$ cat config.mk
export PLATFORM = sky130hd
export DESIGN_NAME = t_ff_count_ctrl
export DESIGN_NICKNAME = d
export VERILOG_FILES = /design/src/rtl/t_ff_count_ctrl.sv
export SDC_FILE = /design/constraint.sdc
export NUM_CORES = 1
export LEC_CHECK = 0
export BUFFER_PORTS_ARGS = -buffer_cell sky130_fd_sc_hd__clkbuf_2
export CORE_ASPECT_RATIO = 1.2
export CORE_MARGIN = 5
export CORE_UTILIZATION = 30
export CTS_CLUSTER_DIAMETER = 120
export CTS_CLUSTER_SIZE = 12
export DETAILED_ROUTE_END_ITERATION = 7
export PLACE_DENSITY = 0.56
export RECOVER_POWER = 50
export SYNTH_ARGS = -nofsm -noshare
export SYNTH_HDL_FRONTEND = slang
export SYNTH_SLANG_ARGS = --single-unit
$ cat constraint.sdc
create_clock -name clk -period 2.97 [get_ports clk]
set_clock_uncertainty 0.1 [all_clocks]
set_input_delay 0.297 -clock clk [delete_from_list [all_inputs] [get_ports clk]]
set_output_delay 0.297 -clock clk [all_outputs]
set_load 0.02 [all_outputs]
$ cat src/rtl/t_ff_count_ctrl.sv
// Sequencer that drives the T inputs of an external flop bank so the bank
// counts modulo (MAX_COUNT+1) up or down, in free-run or one-shot mode.
module t_ff_count_ctrl #(
  parameter int WIDTH     = 4,
  parameter int MAX_COUNT = 9
) (
  input  logic             clk,
  input  logic             rst,
  input  logic             start,
  input  logic             stop,
  input  logic             up_dn,
  input  logic             mode,
  input  logic [WIDTH-1:0] q_in,
  output logic [WIDTH-1:0] t_out,
  output logic             busy,
  output logic             done,
  output logic             tc
);

  typedef enum logic [1:0] {
    IDLE  = 2'd0,
    CLEAR = 2'd1,
    RUN   = 2'd2,
    DONE  = 2'd3
  } state_t;

  localparam logic [WIDTH-1:0] MAX_V = WIDTH'(MAX_COUNT);
  localparam logic [WIDTH-1:0] ONE_V = WIDTH'(1);

  state_t           state, state_next;
  logic [WIDTH-1:0] load_val;
  logic [WIDTH-1:0] next_val;
  logic             term;

  // NOTE: state registers use non-blocking (<=) so every flop samples the
  // pre-edge values; combinational blocks below use blocking (=).
  always_ff @(posedge clk or negedge rst) begin
    if (!rst) state <= IDLE;
    else      state <= state_next;
  end

  // Counting arithmetic is taken from the bank's actual Q, so an
  // out-of-range value is pulled back into range on the next step.
  always_comb begin
    load_val = up_dn ? '0 : MAX_V;
    if (up_dn) begin
      next_val = (q_in >= MAX_V) ? '0 : q_in + ONE_V;
      term     = (q_in >= MAX_V);
    end else begin
      next_val = (q_in == '0 || q_in > MAX_V) ? MAX_V : q_in - ONE_V;
      term     = (q_in == '0);
    end
  end

  // NOTE: every output of this block gets a default first, so no path
  // through the case can leave a signal unassigned and infer a latch.
  always_comb begin
    state_next = state;
    t_out      = '0;
    tc         = 1'b0;
    unique case (state)
      IDLE: begin
        if (!stop && start) state_next = CLEAR;
      end
      CLEAR: begin
        if (stop) begin
          state_next = IDLE;
        end else begin
          t_out      = q_in ^ load_val;
          state_next = RUN;
        end
      end
      RUN: begin
        if (stop) begin
          state_next = IDLE;
        end else if (!mode) begin
          t_out = q_in ^ next_val;
          tc    = term;
        end else if (term) begin
          // One-shot: leave the bank parked on the terminal value.
          tc         = 1'b1;
          state_next = DONE;
        end else begin
          t_out = q_in ^ next_val;
        end
      end
      DONE: begin
        if (stop)       state_next = IDLE;
        else if (start) state_next = CLEAR;
      end
      default: state_next = IDLE;
    endcase
  end

  assign busy = (state == CLEAR) || (state == RUN);
  assign done = (state == DONE);

endmodule
# Word-level counts from Yosys, hierarchy flattened
# Cells that the tools add are included.
# classes
add_sub_neg,2
n_lt_le_gt_ge,2
n_eq_ne,7
n_mux,22
n_bitwise,2
reduce_logical,7
# ops
cell,n
4-bit two-way mux,8
2-bit two-way mux,7
3-bit != test (second input constant),3
2-bit one-hot mux with 4 select lines,1
4-bit one-hot mux with 2 select lines,1
4-bit XOR,2
1-bit two-way mux,5
4-bit by 1-bit adder with 4-bit output (second input constant),1
2-bit == test (second input constant),2
4-bit greater-or-equal comparator (second input constant),1
4-bit greater-than comparator (second input constant),1
4-bit zero test,1
4-bit AND reduction,1
4-bit by 1-bit subtractor with 4-bit output (second input constant),1
2-bit by 1-bit == test with 1-bit output (second input constant),1
2-bit zero test,1
1-bit logical OR,2
2-bit != test (second input constant),1
1-bit logical AND,1
1-bit zero test,1
# word_totals
reg_bits,2
output_inout_bits,7

# Longest topological paths before layout
# Gate-level depths: netlist (run 1).
# depth
depth_word,9
mapped_depth,8
mapped_depth_nobuf,7

# Worst setup path before layout (run 1)
# Ideal clock, no wire load.
# synth_timing
path_kind,input port to output port
start,in q_in[0]
end,out t_out[1]
arrival_ns,2.017
required_ns,2.573
path_slack_ns,0.556
stages,8
path_buffers,1
cell_sequence,clkbuf_1 > inv_1 > ha_1 > nor4b_4 > o2bb2ai_2 > or2_2 > a211o_1 > a31oi_1
# synth_between
elab_chain_cells,9
# synth_rtl
item,line_no,text
"start, declared",13,"input logic [WIDTH-1:0] q_in,"
4-bit greater-than comparator / 4-bit zero test (equally long branches),"50, 51",
1-bit logical OR,50,next_val = (q_in == '0 || q_in > MAX_V) ? MAX_V : q_in - ONE_V;
4-bit two-way mux,50,
4-bit two-way mux,46,if (up_dn) begin
4-bit XOR,"77, 84",
4-bit two-way mux,79,end else if (term) begin
4-bit two-way mux *,76,end else if (!mode) begin
4-bit two-way mux *,74,if (stop) begin
4-bit one-hot mux with 2 select lines *,61,unique case (state)
"end, declared",14,"output logic [WIDTH-1:0] t_out,"
# Every way passes the cells marked *; elsewhere a longest branch is shown, timed or not.

# Worst setup path after layout (run 1)
# Same ends and word-level chain as after synthesis.

==> impl_metrics.tcl, run 1 <==
set metrics [dict create \
    yosys_register_bits 2 \
    largest_register_ff_count 2 \
    vdd_ir_drop_max_uv 192 \
    routed_wl_um 1410 \
    clk_lat_worst_skew_ns 0.23 \
    max-clock-path-buffers 2 \
    global_route.overflow_total 0 \
    power.switching_mw 0.208 \
    netlist-cell-type-count 32 \
    cts.root.buffer_cell "sky130_fd_sc_hd__clkbuf_4" \
    cts_htree_levels 1 \
    fp.dieArea_um2 2860 \
    power_report.internal_total_mw 0.197 \
    dp_hpwl_um 1090 \
    endpoint_kind "primary output" \
    die_h_um 57.6 \
    r2r_slack_ns 1.26 \
    post_synthesis_cell_area_um2 566 \
    reg2reg_from "state[0]" \
    p_per_area_nw_per_um2 618 \
    cts.repair.resized 0 \
    grtUsageTotal 0.0984 \
    layout-drive-gt1-share 0.234 \
    area_growth_syn_to_layout_pct 15.9 \
    yosysWarningCount 0 \
    pwr-share-seq 0.141 \
    ant_nets 0 \
    share_clk_of_total_power 0.153 \
    worstSetupPathType "input pin to primary output" \
    numClockSinks 2 \
    total_number_of_placement_rows 17 \
    hold_path.class "input pin to asynchronous set/reset pin" \
    drtPass1Iterations 4 \
    portBuffers 16 \
    multi_input_comb_area_um2 439 \
    preCtsSetupSlack_ns 0.519 \
    synth.largest_area_cell "sky130_fd_sc_hd__ha_1" \
    timing.reg2reg.worst_path_depth 6 \
    drt-initial-drc-count 9 \
    min_period_ns 2.47 \
    max_clock_freq_mhz 405 \
    clk_pin_slew_ns 0.03 \
    initial_core_util 0.309 \
    finalCritPeriodShare 0.831 \
    die-width_um 49.6 \
    ys_top_cells_by_area "sky130_fd_sc_hd__ha_1 18%, sky130_fd_sc_hd__dfrtp_1 8.8%, sky130_fd_sc_hd__o21ai_0 8.0%" \
    top_level_ports 17 \
    cts-buffers-inserted 3 \
    power_frac_comb 0.706 \
    n_fill_cell 212 \
    cellLeakagePower_nw 0.298 \
    inserted_diodes 0 \
    startpoint_type "input pin" \
    gp_congestion 0.887 \
    max_transition_margin 0.682 \
    syn_avg_cell_area_um2 7.25 \
    final_max_slew_viol_count 0 \
    final-setup-viol-count 0 \
    netlist.area_leader.share 0.177 \
    crit_fanout 9 \
    finish.net_count 114 \
    net_count_synth 96 \
    reg_top3 "state (2)" \
    max_cap_viol_count 0 \
    fin_setup_tns_ns 0 \
    via_per_inst 5.14 \
    synthesis.instances 78 \
    cts_tree "done" \
    global_route_wire_length_before_repair_um 2270 \
    largest_net_degree_at_the_start_of_global_routing 14 \
    vias 581 \
    netSwitchingFraction 0.513 \
    drc 0 \
    via_count_of_the_first_global_routing_pass 528 \
    grt_antenna_before_repair 0 \
    final-hold-violation-count 0 \
    ys_seq_area_frac 0.0885 \
    status "finished clean" \
    largest-register "state" \
    setup_ws_ns 0.501 \
    ff_latch_area_um2 50.0 \
    grt_setup_unrepaired "false" \
    worstReg2RegEnd "state[1]" \
    routed_wire_length_per_instance_um 12.5 \
    core_um2 1830 \
    worstPathRequired_ns 2.57 \
    utilization 0.358 \
    worst_pin_slew_ns 0.470 \
    worst_ep_arrival_time_ns 2.07 \
]
-- synth_stat cells --
library cell and number:
sky130_fd_sc_hd__mux2_4 1, sky130_fd_sc_hd__a2111oi_0 1, sky130_fd_sc_hd__a21o_1 1, sky130_fd_sc_hd__nand2_1 6
sky130_fd_sc_hd__nand4_1 1, sky130_fd_sc_hd__clkbuf_1 1, sky130_fd_sc_hd__a31oi_1 4, sky130_fd_sc_hd__o2bb2ai_2 1
sky130_fd_sc_hd__o31ai_1 1, sky130_fd_sc_hd__or2_4 1, sky130_fd_sc_hd__buf_2 1, sky130_fd_sc_hd__or2_2 1
sky130_fd_sc_hd__dfrtp_1 2, sky130_fd_sc_hd__a21oi_1 6, sky130_fd_sc_hd__mux2i_1 1, sky130_fd_sc_hd__nor2b_1 2
sky130_fd_sc_hd__ha_1 8, sky130_fd_sc_hd__nand3_1 2, sky130_fd_sc_hd__nor3_1 1, sky130_fd_sc_hd__inv_1 9
sky130_fd_sc_hd__nor2_1 7, sky130_fd_sc_hd__o21ai_0 9, sky130_fd_sc_hd__a32o_1 1, sky130_fd_sc_hd__o211ai_1 1
sky130_fd_sc_hd__buf_6 1, sky130_fd_sc_hd__xnor2_1 2, sky130_fd_sc_hd__nor2_2 1, sky130_fd_sc_hd__nand2b_1 1
sky130_fd_sc_hd__buf_4 1, sky130_fd_sc_hd__nor4b_4 1, sky130_fd_sc_hd__nor3b_2 1, sky130_fd_sc_hd__a211o_1 1
-- layout make-up --
| cell class | count | area share |
|---|---|---|
| multi-input combinational | 63 | 0.670 |
| timing repair buffer | 17 | 0.132 |
| sequential | 2 | 0.0763 |
| inverter | 9 | 0.0515 |
| tap | 19 | 0.0363 |
| clock buffer | 3 | 0.0344 |
-- metal layers --
metal  share of wire  global-route usage  vias to the layer above  routed length (um)
met2            0.46               0.149                       22                 646
met1            0.47               0.133                      253                 657
li1                -                   -                      304                   -
met4           0.013              0.0562                        0                  19
met5               0                   0                        -                   0
met3           0.063              0.0104                        2                  89
-- worst max-delay path, stage by stage --
cell and delay (ns):
sky130_fd_sc_hd__clkbuf_2 0.19, sky130_fd_sc_hd__inv_1 0.06, sky130_fd_sc_hd__ha_1 0.28, sky130_fd_sc_hd__nor4b_1 0.20, sky130_fd_sc_hd__o2bb2ai_2 0.14, sky130_fd_sc_hd__or2_2 0.31
sky130_fd_sc_hd__a211o_1 0.23, sky130_fd_sc_hd__a31oi_1 0.16, sky130_fd_sc_hd__clkbuf_2 0.19
-- stage by stage --
stage	total power, mW	cell area [um2]	std cells	hold WS, ns
after global routing	0.441	656	113	0.304
after floorplan	0.277	566	78	-0.0986
after CTS	0.419	674	113	0.286
after detailed placement	0.352	642	109	-0.0169
after global placement	0.351	642	109	-0.0177
final	0.405	656	113	0.281
-- cells in the final DEF (no fill, tap or decap), drive strengths merged, types with 2 or more instances in the layout --
| master | n |
|---|---|
| clkbuf | 19 |
| inv | 9 |
| o21ai | 9 |
| ha | 8 |
| nor2 | 8 |
| nand2 | 6 |
| a21oi | 6 |
| a31oi | 4 |
| nand3 | 2 |
| nor2b | 2 |
| xnor2 | 2 |
| dfrtp | 2 |
| or2 | 2 |
-- timing repair --
action	4_1_cts	5_1_grt
buffers inserted	0	0
endpoints found under the hold margin	2	0
endpoints found under the setup margin	0	0
hold buffers	1	0
-- cells by family (layout without fill, tap and decap cells) --
| family | count (synthesis) | after routing | share of synthesized area |
|---|---|---|---|
| mux | 2 | 2 | 0.0442 |
| flops | 2 | 2 | 0.0885 |
| fa+ha+maj | 8 | 8 | 0.177 |
| buf+inv | 13 | 29 | 0.108 |
| xor+xnor | 2 | 2 | 0.0310 |
| simple gates | 25 | 25 | 0.259 |
| compound gates | 26 | 26 | 0.292 |
-- power by group through the flow --
| stage | registers, mW | clock network, mW | logic (mW) |
|---|---|---|---|
| after global routing | 0.0597 | 0.0660 | 0.315 |
| after detailed placement | 0.0580 | 0 | 0.293 |
| after global placement | 0.0577 | 0 | 0.294 |
| after CTS | 0.0576 | 0.0644 | 0.297 |
| final | 0.0571 | 0.0619 | 0.286 |
| after floorplan | 0.0531 | 0 | 0.224 |
-- worst max path at each step --
stage,from,end,depth (start not counted)
final,q_in[0],t_out[1],9
after global routing,q_in[0],t_out[1],9
after CTS,q_in[1],t_out[1],9
after detailed placement,q_in[1],t_out[1],9
after global placement,q_in[1],t_out[1],9
after floorplan,q_in[0],t_out[1],8
Power figures use the tool's default switching activity.
==> inputs of run 2 (changes only) <==
clock period = 2.4 ns   (was 2.97 ns; I/O delays follow)
==> impl_metrics.tcl, run 2 (synthesized netlist as in run 1, its figures left out) <==
set metrics [dict create \
    via_count_of_the_first_global_routing_pass 566 \
    cts.root.buffer_cell "sky130_fd_sc_hd__clkbuf_4" \
    placedCellCount 110 \
    clk_pin_slew_ns 0.03 \
    cellLeakagePower_nw 0.302 \
    via_per_inst 5.31 \
    core_um2 1830 \
    final-hold-violation-count 0 \
    die_h_um 57.6 \
    p_per_area_nw_per_um2 760 \
    grt_antenna_before_repair 0 \
    finish.net_count 115 \
    max_cap_viol_count 0 \
    clk_lat_worst_skew_ns 0.23 \
    drc 0 \
    layout_commonest_cell "sky130_fd_sc_hd__clkbuf_2" \
    final_max_slew_viol_count 0 \
    top_level_ports 17 \
    routed_wire_length_per_instance_um 12.0 \
    stdcell_count 114 \
    hold_path.class "input pin to asynchronous set/reset pin" \
    utilization 0.363 \
    max-clock-path-buffers 2 \
    reg_top3 "state (2)" \
    numClockSinks 2 \
    vias 605 \
    worst_pin_slew_ns 0.453 \
    fin_setup_tns_ns 0 \
    post_cts.repair.setup_buffers 0 \
    crit_fanout 5 \
    total_number_of_placement_rows 17 \
    portBuffers 16 \
    global_route_wire_length_before_repair_um 2280 \
    total_power_mw 0.505 \
    grt_setup_unrepaired "false" \
    initial_core_util 0.309 \
    cts_tree "done" \
    status "finished clean" \
    endpoint_kind "primary output" \
    layout-drive-gt1-share 0.253 \
    global_route.overflow_total 0 \
    largest-register "state" \
    worstSetupPathType "register to primary output" \
    n_fill_cell 199 \
    dpl_cell_area_um2 649 \
    drtPass1Iterations 4 \
    area_growth_syn_to_layout_pct 17.5 \
    min_period_ns 2.26 \
    fp.dieArea_um2 2860 \
    final-setup-viol-count 0 \
    hold-worst-slack_ns 0.219 \
    largest_net_degree_at_the_start_of_global_routing 14 \
    inserted_diodes 0 \
    vdd_ir_drop_max_uv 179 \
    gp_congestion 0.811 \
    ant_nets 0 \
    largest_register_ff_count 2 \
    max_transition_margin 0.694 \
    cts-buffers-inserted 3 \
    worstPathRequired_ns 2.06 \
    dp_hpwl_um 1070 \
    max_clock_freq_mhz 442 \
    setup_ws_ns 0.139 \
    drt-initial-drc-count 18 \
    preCtsSetupSlack_ns 0.159 \
    startpoint_type "register" \
    grtUsageTotal 0.0990 \
    most-common-layout-cells "13 x sky130_fd_sc_hd__clkbuf_2, 9 x sky130_fd_sc_hd__o21ai_0, 8 x sky130_fd_sc_hd__inv_1, 8 x sky130_fd_sc_hd__ha_1, 7 x sky130_fd_sc_hd__nor2_1" \
    post_route_cell_area_um2 664 \
    die-width_um 49.6 \
    worst_ep_arrival_time_ns 1.92 \
    cts_htree_levels 1 \
    finalCritPeriodShare 0.942 \
    routed_wl_um 1370 \
]
==> run 2: cell types whose count changed in the layout (fill, tap and decap cells not counted), sizes merged <==
cell / change
buf: +1
==> run 2: layout make-up <==
class | count | area, um2 | share of cell area
multi-input cells | 63 | 440 | 0.663
repair buffers | 18 | 93.8 | 0.141
flip-flops and latches | 2 | 50.0 | 0.0753
inverters | 9 | 33.8 | 0.0508
well taps | 19 | 23.8 | 0.0358
clock buffers | 3 | 22.5 | 0.0339
==> run 2: power breakdown <==
group | switching, mW | internal (mW)
registers | 0.0213 | 0.0510
logic | 0.215 | 0.139
clock network | 0.0229 | 0.0555
total | 0.260 | 0.245
==> run 2: path summary, 6_finish.rpt <==
path | from | cells past startpoint | endpoint | slack, ns
setup / recovery | state[0] | 7 | t_out[1] | 0.14
hold / removal | rst | 2 | state[0] | 0.22
setup reg to reg | state[0] | 6 | state[1] | 0.75
hold reg to reg | state[0] | 2 | state[0] | 0.53
max in group asynchronous | rst | 2 | state[1] | 1.85
min in group clk | stop | 4 | state[0] | 0.23
==> run 2: per-layer routing <==
metal	track usage	up-vias	wire length (um)
met3	0.0131	2	87
li1	-	308	-
met4	0.0562	0	19
met5	0	-	0
met2	0.165	22	654
met1	0.119	273	606
==> run 2: what timing repair did <==
action | 4_1_cts | 5_1_grt
endpoints found under the setup margin | 0 | 2
resized for setup | 0 | 2
hold buffers | 1 | 0
hold endpoints to repair | 2 | 0
==> run 2: critical path, cell delays in order, from the launching register on <==
cell and delay, ns:
sky130_fd_sc_hd__dfrtp_1 0.40, sky130_fd_sc_hd__inv_2 0.10, sky130_fd_sc_hd__ha_1 0.16, sky130_fd_sc_hd__nand2_1 0.10, sky130_fd_sc_hd__or2_2 0.34, sky130_fd_sc_hd__a211o_1 0.23, sky130_fd_sc_hd__a31oi_1 0.16, sky130_fd_sc_hd__clkbuf_2 0.19
==> inputs of run 3 (changes only) <==
CELL_PAD_IN_SITES_DETAIL_PLACEMENT = 0   (was default)
CELL_PAD_IN_SITES_GLOBAL_PLACEMENT = 1   (was default)
PLACE_DENSITY = 0.73   (was 0.56)
==> impl_metrics.tcl, run 3 (synthesized netlist as in run 1, its figures left out) <==
set metrics [dict create \
    cts_tree "done" \
    top_level_ports 17 \
    cts.root.buffer_cell "sky130_fd_sc_hd__clkbuf_4" \
    reg_top3 "state (2)" \
    final-hold-violation-count 0 \
    total_number_of_placement_rows 17 \
    largest-register "state" \
    area_growth_syn_to_layout_pct 19.0 \
    fp.dieArea_um2 2860 \
    worstSetupPathType "register to primary output" \
    initial_core_util 0.309 \
    drc 0 \
    via_per_inst 5.32 \
    min_period_ns 2.35 \
    gp_congestion 0.855 \
    dp_hpwl_um 1240 \
    largest_register_ff_count 2 \
    grt_antenna_before_repair 0 \
    crit_fanout 5 \
    hold_path.class "input pin to asynchronous set/reset pin" \
    stdcell_count 115 \
    worst_pin_slew_ns 0.553 \
    drt-initial-drc-count 6 \
    preCtsSetupSlack_ns 0.0746 \
    clk_pin_slew_ns 0.03 \
    vdd_ir_drop_max_uv 285 \
    fin_setup_tns_ns 0 \
    grtUsageTotal 0.113 \
    via_count_of_the_first_global_routing_pass 627 \
    final-setup-viol-count 0 \
    cts_htree_levels 1 \
    cellLeakagePower_nw 0.308 \
    detailroute.wirelength.met3_um 56 \
    post_route_cell_area_um2 673 \
    clk_lat_worst_skew_ns 0.22 \
    final_max_slew_viol_count 0 \
    numClockSinks 2 \
    dpl_cell_area_um2 657 \
    utilization 0.368 \
    routedLengthMet1_um 623 \
    largest_net_degree_at_the_start_of_global_routing 14 \
    setup_ws_ns 0.0468 \
    drtPass1Iterations 4 \
    layout-drive-gt1-share 0.260 \
    route.met2.wl_um 892 \
    routed_wl_um 1590 \
    finalCritPeriodShare 0.980 \
    die_h_um 57.6 \
    finish.net_count 116 \
    p_per_area_nw_per_um2 756 \
    max_cap_viol_count 0 \
    core_um2 1830 \
    max_transition_margin 0.626 \
    layout_commonest_cell "sky130_fd_sc_hd__clkbuf_2" \
    worstPathRequired_ns 2.06 \
    total_power_mw 0.509 \
    status "finished clean" \
    grt_setup_unrepaired "false" \
    die-width_um 49.6 \
    highest_layer "met4" \
    vias 612 \
    max_clock_freq_mhz 425 \
    ant_nets 0 \
    worst_ep_arrival_time_ns 2.01 \
    endpoint_kind "primary output" \
    portBuffers 16 \
    inserted_diodes 0 \
    max-clock-path-buffers 2 \
    routed_wire_length_per_instance_um 13.8 \
    cts-buffers-inserted 3 \
    most-common-layout-cells "12 x sky130_fd_sc_hd__clkbuf_2, 8 x sky130_fd_sc_hd__inv_1, 8 x sky130_fd_sc_hd__o21ai_0, 8 x sky130_fd_sc_hd__ha_1, 7 x sky130_fd_sc_hd__nor2_1" \
    global_route_wire_length_before_repair_um 2600 \
    placedCellCount 111 \
    startpoint_type "register" \
    hold-worst-slack_ns 0.244 \
    global_route.overflow_total 0 \
]
run 3: final timing paths:
check / end / cells after the start / slack, ns / start
max in group asynchronous: state[1] / 2 / 1.82 / rst
worst min register to register: state[1] / 1 / 0.54 / state[1]
worst min-delay path: state[0] / 2 / 0.24 / rst
min in group clk: state[0] / 4 / 0.28 / stop
worst max register to register: state[1] / 6 / 0.73 / state[1]
worst max-delay path: t_out[1] / 7 / 0.05 / state[0]
run 3: cell type report:
type                    count  area (um2)
inverters                   9        33.8
multi-input cells          63         439
clock buffers               3        22.5
flip-flops and latches      2        50.0
fillers                   203        1160
well taps                  19        23.8
repair buffers             19         104
run 3: report_power, final:
part           total (mW)  switching [mW]  internal, mW
clock network      0.0728          0.0178        0.0550
registers          0.0735          0.0224        0.0511
logic               0.363           0.219         0.143
total               0.509           0.260         0.249
run 3: worst max-delay path, cell delays in order, from the launching register on:
cell and delay (ns):
sky130_fd_sc_hd__dfrtp_1 0.40, sky130_fd_sc_hd__inv_2 0.11, sky130_fd_sc_hd__ha_1 0.17, sky130_fd_sc_hd__nand2_1 0.11, sky130_fd_sc_hd__or2_2 0.33, sky130_fd_sc_hd__a211o_1 0.24
sky130_fd_sc_hd__a31oi_1 0.22, sky130_fd_sc_hd__clkbuf_4 0.21
run 3: metal layers:
metal	GRT usage	up-vias
li1	-	310
met1	0.118	287
met2	0.216	13
met3	0.00261	2
met4	0.0674	0
met5	0	-
run 3: what timing repair did:
| action | 4_1_cts | 5_1_grt |
|---|---|---|
| setup buffers | 0 | 0 |
| hold buffers | 1 | 0 |
| hold endpoints to repair | 2 | 0 |
| setup endpoints to repair | 1 | 1 |
| gates resized for setup | 2 | 1 |
